<file path="src/rtl/if_fetch_ctrl.sv">
// IF-stage fetch sequencer: owns the fetch PC, runs one imem request at a
// time, buffers the returned word for IF/ID, applies stalls and redirects.
//
// Ports:
//   clk, reset (async, active-low)
//   stall_d              decode cannot accept; hold fetch buffer
//   redirect_valid/pc    EX-taken branch/jump target
//   imem_req/addr        request to instruction memory
//   imem_ready/rdata     request completes, word valid
//   fetch_valid/pc/instr buffered instruction for IF/ID
//   flush_ifid           one-cycle pulse after a redirect
//   stall_f              no new request launched this cycle
//   fetch_err            sticky: a request waited MAX_WAIT cycles

module if_fetch_ctrl #(
  parameter int unsigned     XLEN     = 32,
  parameter logic [XLEN-1:0] RESET_PC = '0,
  parameter int unsigned     MAX_WAIT = 15
) (
  input  logic            clk,
  input  logic            reset,
  input  logic            stall_d,
  input  logic            redirect_valid,
  input  logic [XLEN-1:0] redirect_pc,
  output logic            imem_req,
  output logic [XLEN-1:0] imem_addr,
  input  logic            imem_ready,
  input  logic [31:0]     imem_rdata,
  output logic            fetch_valid,
  output logic [XLEN-1:0] fetch_pc,
  output logic [31:0]     fetch_instr,
  output logic            flush_ifid,
  output logic            stall_f,
  output logic            fetch_err
);

  typedef enum logic [1:0] {
    IDLE,
    FETCH,
    HOLD,
    DRAIN
  } state_e;

  localparam logic [7:0] WMAX = 8'(MAX_WAIT);

  state_e          state;
  logic [XLEN-1:0] pc;
  logic [XLEN-1:0] drain_addr;
  logic [XLEN-1:0] tgt;
  logic            live;
  logic [7:0]      wait_cnt;

  logic req;
  logic launch;
  logic done;
  logic room;
  logic consume;

  // Buffer is free, or its word leaves for decode this cycle.
  assign room    = ~fetch_valid | ~stall_d;
  assign consume = fetch_valid & ~stall_d;
  assign tgt     = redirect_pc & ~XLEN'(3);

  // A request is only launched when its word has somewhere to go, so a
  // completion never lands on an unconsumed buffer. Once presented
  // (live) it stays up until ready, whatever stall_d does.
  always_comb begin
    req    = 1'b0;
    launch = 1'b0;
    unique case (state)
      FETCH: begin
        req    = live | room;
        launch = ~live & room;
      end
      HOLD: begin
        req    = room;
        launch = room;
      end
      DRAIN: req = 1'b1;
      default: ;
    endcase
  end

  assign done      = req & imem_ready;
  assign imem_req  = req;
  assign imem_addr = (state == DRAIN) ? drain_addr : pc;
  assign stall_f   = ~launch;

  always_ff @(posedge clk or negedge reset) begin
    if (!reset) begin
      state       <= IDLE;
      pc          <= RESET_PC;
      drain_addr  <= RESET_PC;
      live        <= 1'b0;
      wait_cnt    <= '0;
      fetch_valid <= 1'b0;
      fetch_pc    <= '0;
      fetch_instr <= '0;
      flush_ifid  <= 1'b0;
      fetch_err   <= 1'b0;
    end else begin
      flush_ifid <= redirect_valid;

      if (done) begin
        wait_cnt <= '0;
      end else if (req && wait_cnt != WMAX) begin
        wait_cnt <= wait_cnt + 8'd1;
      end

      if (req && !imem_ready && wait_cnt == WMAX - 8'd1) begin
        fetch_err <= 1'b1;
      end

      if (consume) begin
        fetch_valid <= 1'b0;
      end

      if (redirect_valid) begin
        pc          <= tgt;
        fetch_valid <= 1'b0;
        live        <= 1'b0;
        // An unanswered request must stay on the bus; its data is dropped.
        if (req && !imem_ready) begin
          state      <= DRAIN;
          drain_addr <= imem_addr;
        end else begin
          state <= FETCH;
        end
      end else begin
        unique case (state)
          IDLE: state <= FETCH;
          FETCH, HOLD: begin
            if (done) begin
              fetch_valid <= 1'b1;
              fetch_pc    <= pc;
              fetch_instr <= imem_rdata;
              pc          <= pc + XLEN'(4);
              live        <= 1'b0;
              state       <= FETCH;
            end else if (req) begin
              live  <= 1'b1;
              state <= FETCH;
            end else begin
              state <= HOLD;
            end
          end
          DRAIN: begin
            if (imem_ready) begin
              state <= FETCH;
            end
          end
          default: state <= IDLE;
        endcase
      end
    end
  end

endmodule
</file>
<file path="config.mk">
export PLATFORM = sky130hd
export DESIGN_NAME = if_fetch_ctrl
export DESIGN_NICKNAME = d
export VERILOG_FILES = /design/src/rtl/if_fetch_ctrl.sv
export SDC_FILE = /design/constraint.sdc
export NUM_CORES = 1
export LEC_CHECK = 0
export ABC_AREA = 0
export CAP_MARGIN = 20
export CORE_ASPECT_RATIO = 1.5
export CORE_MARGIN = 8
export CORE_UTILIZATION = 31
export CTS_BUF_LIST = sky130_fd_sc_hd__clkbuf_4 sky130_fd_sc_hd__clkbuf_8 sky130_fd_sc_hd__clkbuf_16
export DETAILED_ROUTE_END_ITERATION = 7
export SLEW_MARGIN = 20
export SYNTH_ARGS = -nofsm -noshare
export SYNTH_HDL_FRONTEND = slang
export SYNTH_SLANG_ARGS = --single-unit
</file>
<file path="constraint.sdc">
create_clock -name clk -period 3.29 [get_ports clk]
set_input_delay 0.4935 -clock clk [delete_from_list [all_inputs] [get_ports clk]]
set_output_delay 0.4935 -clock clk [all_outputs]
set_load 0.005 [all_outputs]
</file>
==> metrics <==
CP startpoint kind=flop; Max Cap Viol=0; DP HPWL=12.6 mm; CP arrival=2400 ps; Syn Area/Cell=11.9 um2; total global-route track usage=~14%; CP Class=flop to output port; DR pass1 iterations=4; Port Buf Inserts=around 170; Tcrit/Tclk final=between 80 and 90%; ys flop type=dfrtp_1; Initial DRC Count=229; Starting Density=31.4%; first-pass GRT wire length=between 20 and 30 mm; FMAX=345 MHz; Setup Skew=10.6 ps; DR vias=4745; Yosys warnings=0; Worst EP required=roughly 2800 ps; RSZ-0062 raised after global routing=no; post-synth cell types=35; Post-synth top cells=138 x dfrtp_1, 121 x mux2_2, 52 x nand2_1, 36 x o21ai_0, 28 x clkbuf_1; top-count cell post-synth=dfrtp_1; outcome=completed; clock slew at reported path FFs=60 ps; Post-Place Cells=946; Synth area leaders=dfrtp_1 54%, mux2_2 21%, nand2_1 3.1%, xnor2_1 2.9%, o21ai_0 2.8%; average wire per standard cell=18.0 um; share of post-route cells with drive strength above 1=24.0%; area leader, netlist=dfrtp_1; largest net degree at the start of global routing=114; Max VDD drop=around 0.0004 V; Final setup violation count=0; normalized max-slew margin=34.2%; final instance count without filler cells=976; Post-Route WL=17.6 mm; share of the synthesized area in the top cell type=54.3%; Worst-Margin Slew=approximately 1000 ps; Synth Register Bits=138; Via density=4.86; Final min period=2890 ps; Root Buffer Master=clkbuf_16; Placeable Area=just over 20000 um2; final core utilization=~44%; GR Overflow Total=0; htree depth=4; Placer Congestion=~0.76; fraction of registers with async set/reset=100%; CTS Hold Bufs=0; fin. max-slew vios=0; Num CTS Buffers=17; post_cts resized=0; slowest CP cell=clkdlybuf4s50_1; worst path cell trace=ha_2 > and3b_1 > a211o_1 > inv_1 > clkdlybuf4s50_1; Post-synth EDFFs=0; Pleak=3.64 nW; DRC violations left=0; chip width=approximately 130 um; Syn Inst Count=535; Synth-to-Final Area Change=40.5%; NumNets Final=between 700 and 800; initial antenna violation count=0; Routed Antenna Nets=0; Std-Cell Rows=64; ANT cells=0; HP Class=primary input to async pin; vias in the first global route=5147; setup TNS=0 ps; clock latency on the worst-skew pair=420 ps; clk sinks=about 140; CP Capture Type=output port; crit path max fanout=9; kind of cell adding the most delay to the critical path=buffers and inverters; CTS tree=built; CP max stage delay=560 ps; Seq/Total Area, Yosys=54.3%; PD cells=896 nW/um2; largest buffer count on any clock path=2; area of the die=25500 um2; final number of hold-violating endpoints=0; die height=between 150 and 200 um; Post-CTS Setup Bufs=0; Mapped Area=6360 um2; IO Count=170; WP buf/inv=2
==> flip-flops by register name, indices dropped and copies added, names as in the netlist <==
register     count
drain_addr      32
fetch_err        1
fetch_instr     32
fetch_pc        30
fetch_valid      1
flush_ifid       1
live             1
pc              30
state            2
wait_cnt         8
==> metal layers <==
metal / wire length (um) / track usage, % / vias to the layer above
met4: 334 / 5.48 / 0
met1: 6970 / 14.9 / 2379
met5: 0 / 0 / -
met3: 1070 / 4.66 / 24
li1: - / - / 2232
met2: 9210 / 24.8 / 110
==> cell type report <==
class	count	area (um2)
multi-input cells	356	2760
repair buffers	179	1770
fillers	1900	11300
flip-flops and latches	138	3450
clock inverters	7	90.1
inverters	9	33.8
well taps	264	330
clock buffers	23	502
==> power by group <==
part | internal [mW] | leakage, nW | switching (mW)
sequential | 2.35 | 1.68 | 0.390
clock | 1.21 | 0.290 | 0.698
combinational | 2.05 | 1.67 | 1.31
total | 5.61 | 3.64 | 2.40
==> per-stage QoR <==
| stage | total power [mW] | setup slack [ps] | hold WS [ps] | instance area (um2) |
|---|---|---|---|---|
| 6_report | 8.01 | 396 | 141 | 8940 |
| 5_1_grt | 8.53 | 263 | 261 | 8940 |
| 4_1_cts | 8.16 | 374 | 283 | 8940 |
| 3_5_place_dp | 6.21 | 376 | 472 | 8340 |
| 3_3_place_gp | 6.08 | 378 | 464 | 8340 |
| 2_1_floorplan | 4.35 | 878 | 198 | 6360 |
==> kinds of logic after synthesis <==
group                      synth area share [%]
muxes                                      21.9
and+or+nand+nor                            10.9
DFF                                        54.3
other                                    0.0590
buffers and inverters                      2.60
adders and majority gates                  1.38
xor gates and xnor gates                   3.30
AOI/OAI and AO/OA                          5.59
==> cells in the final DEF, fill, tap and decap left out, types with 7 or more instances in the layout <==
| master | n |
|---|---|
| mux2_2 | 121 |
| nor2_1 | 10 |
| nand2_1 | 51 |
| nor4_1 | 19 |
| nand3_1 | 12 |
| and2_1 | 7 |
| clkdlybuf4s50_1 | 163 |
| dfrtp_1 | 138 |
| a21oi_1 | 9 |
| clkbuf_16 | 17 |
| xnor2_1 | 21 |
| nor3_1 | 9 |
| inv_1 | 9 |
| o21ai_0 | 36 |
| nand4_1 | 9 |
| buf_4 | 13 |
==> path summary, 6_finish.rpt <==
kind,slack (ps),end,startpoint,cells past startpoint
worst max-delay path,400,imem_req,state[1],5
worst max register to register,680,pc[31],state[1],6
worst min-delay path,140,fetch_instr[0],reset,1
min in group clk,480,drain_addr[0],drain_addr[0],1
max in group asynchronous,2210,drain_addr[5],reset,2
worst min register to register,480,drain_addr[0],drain_addr[0],1
No activity file was read; power rests on OpenSTA's default activity.
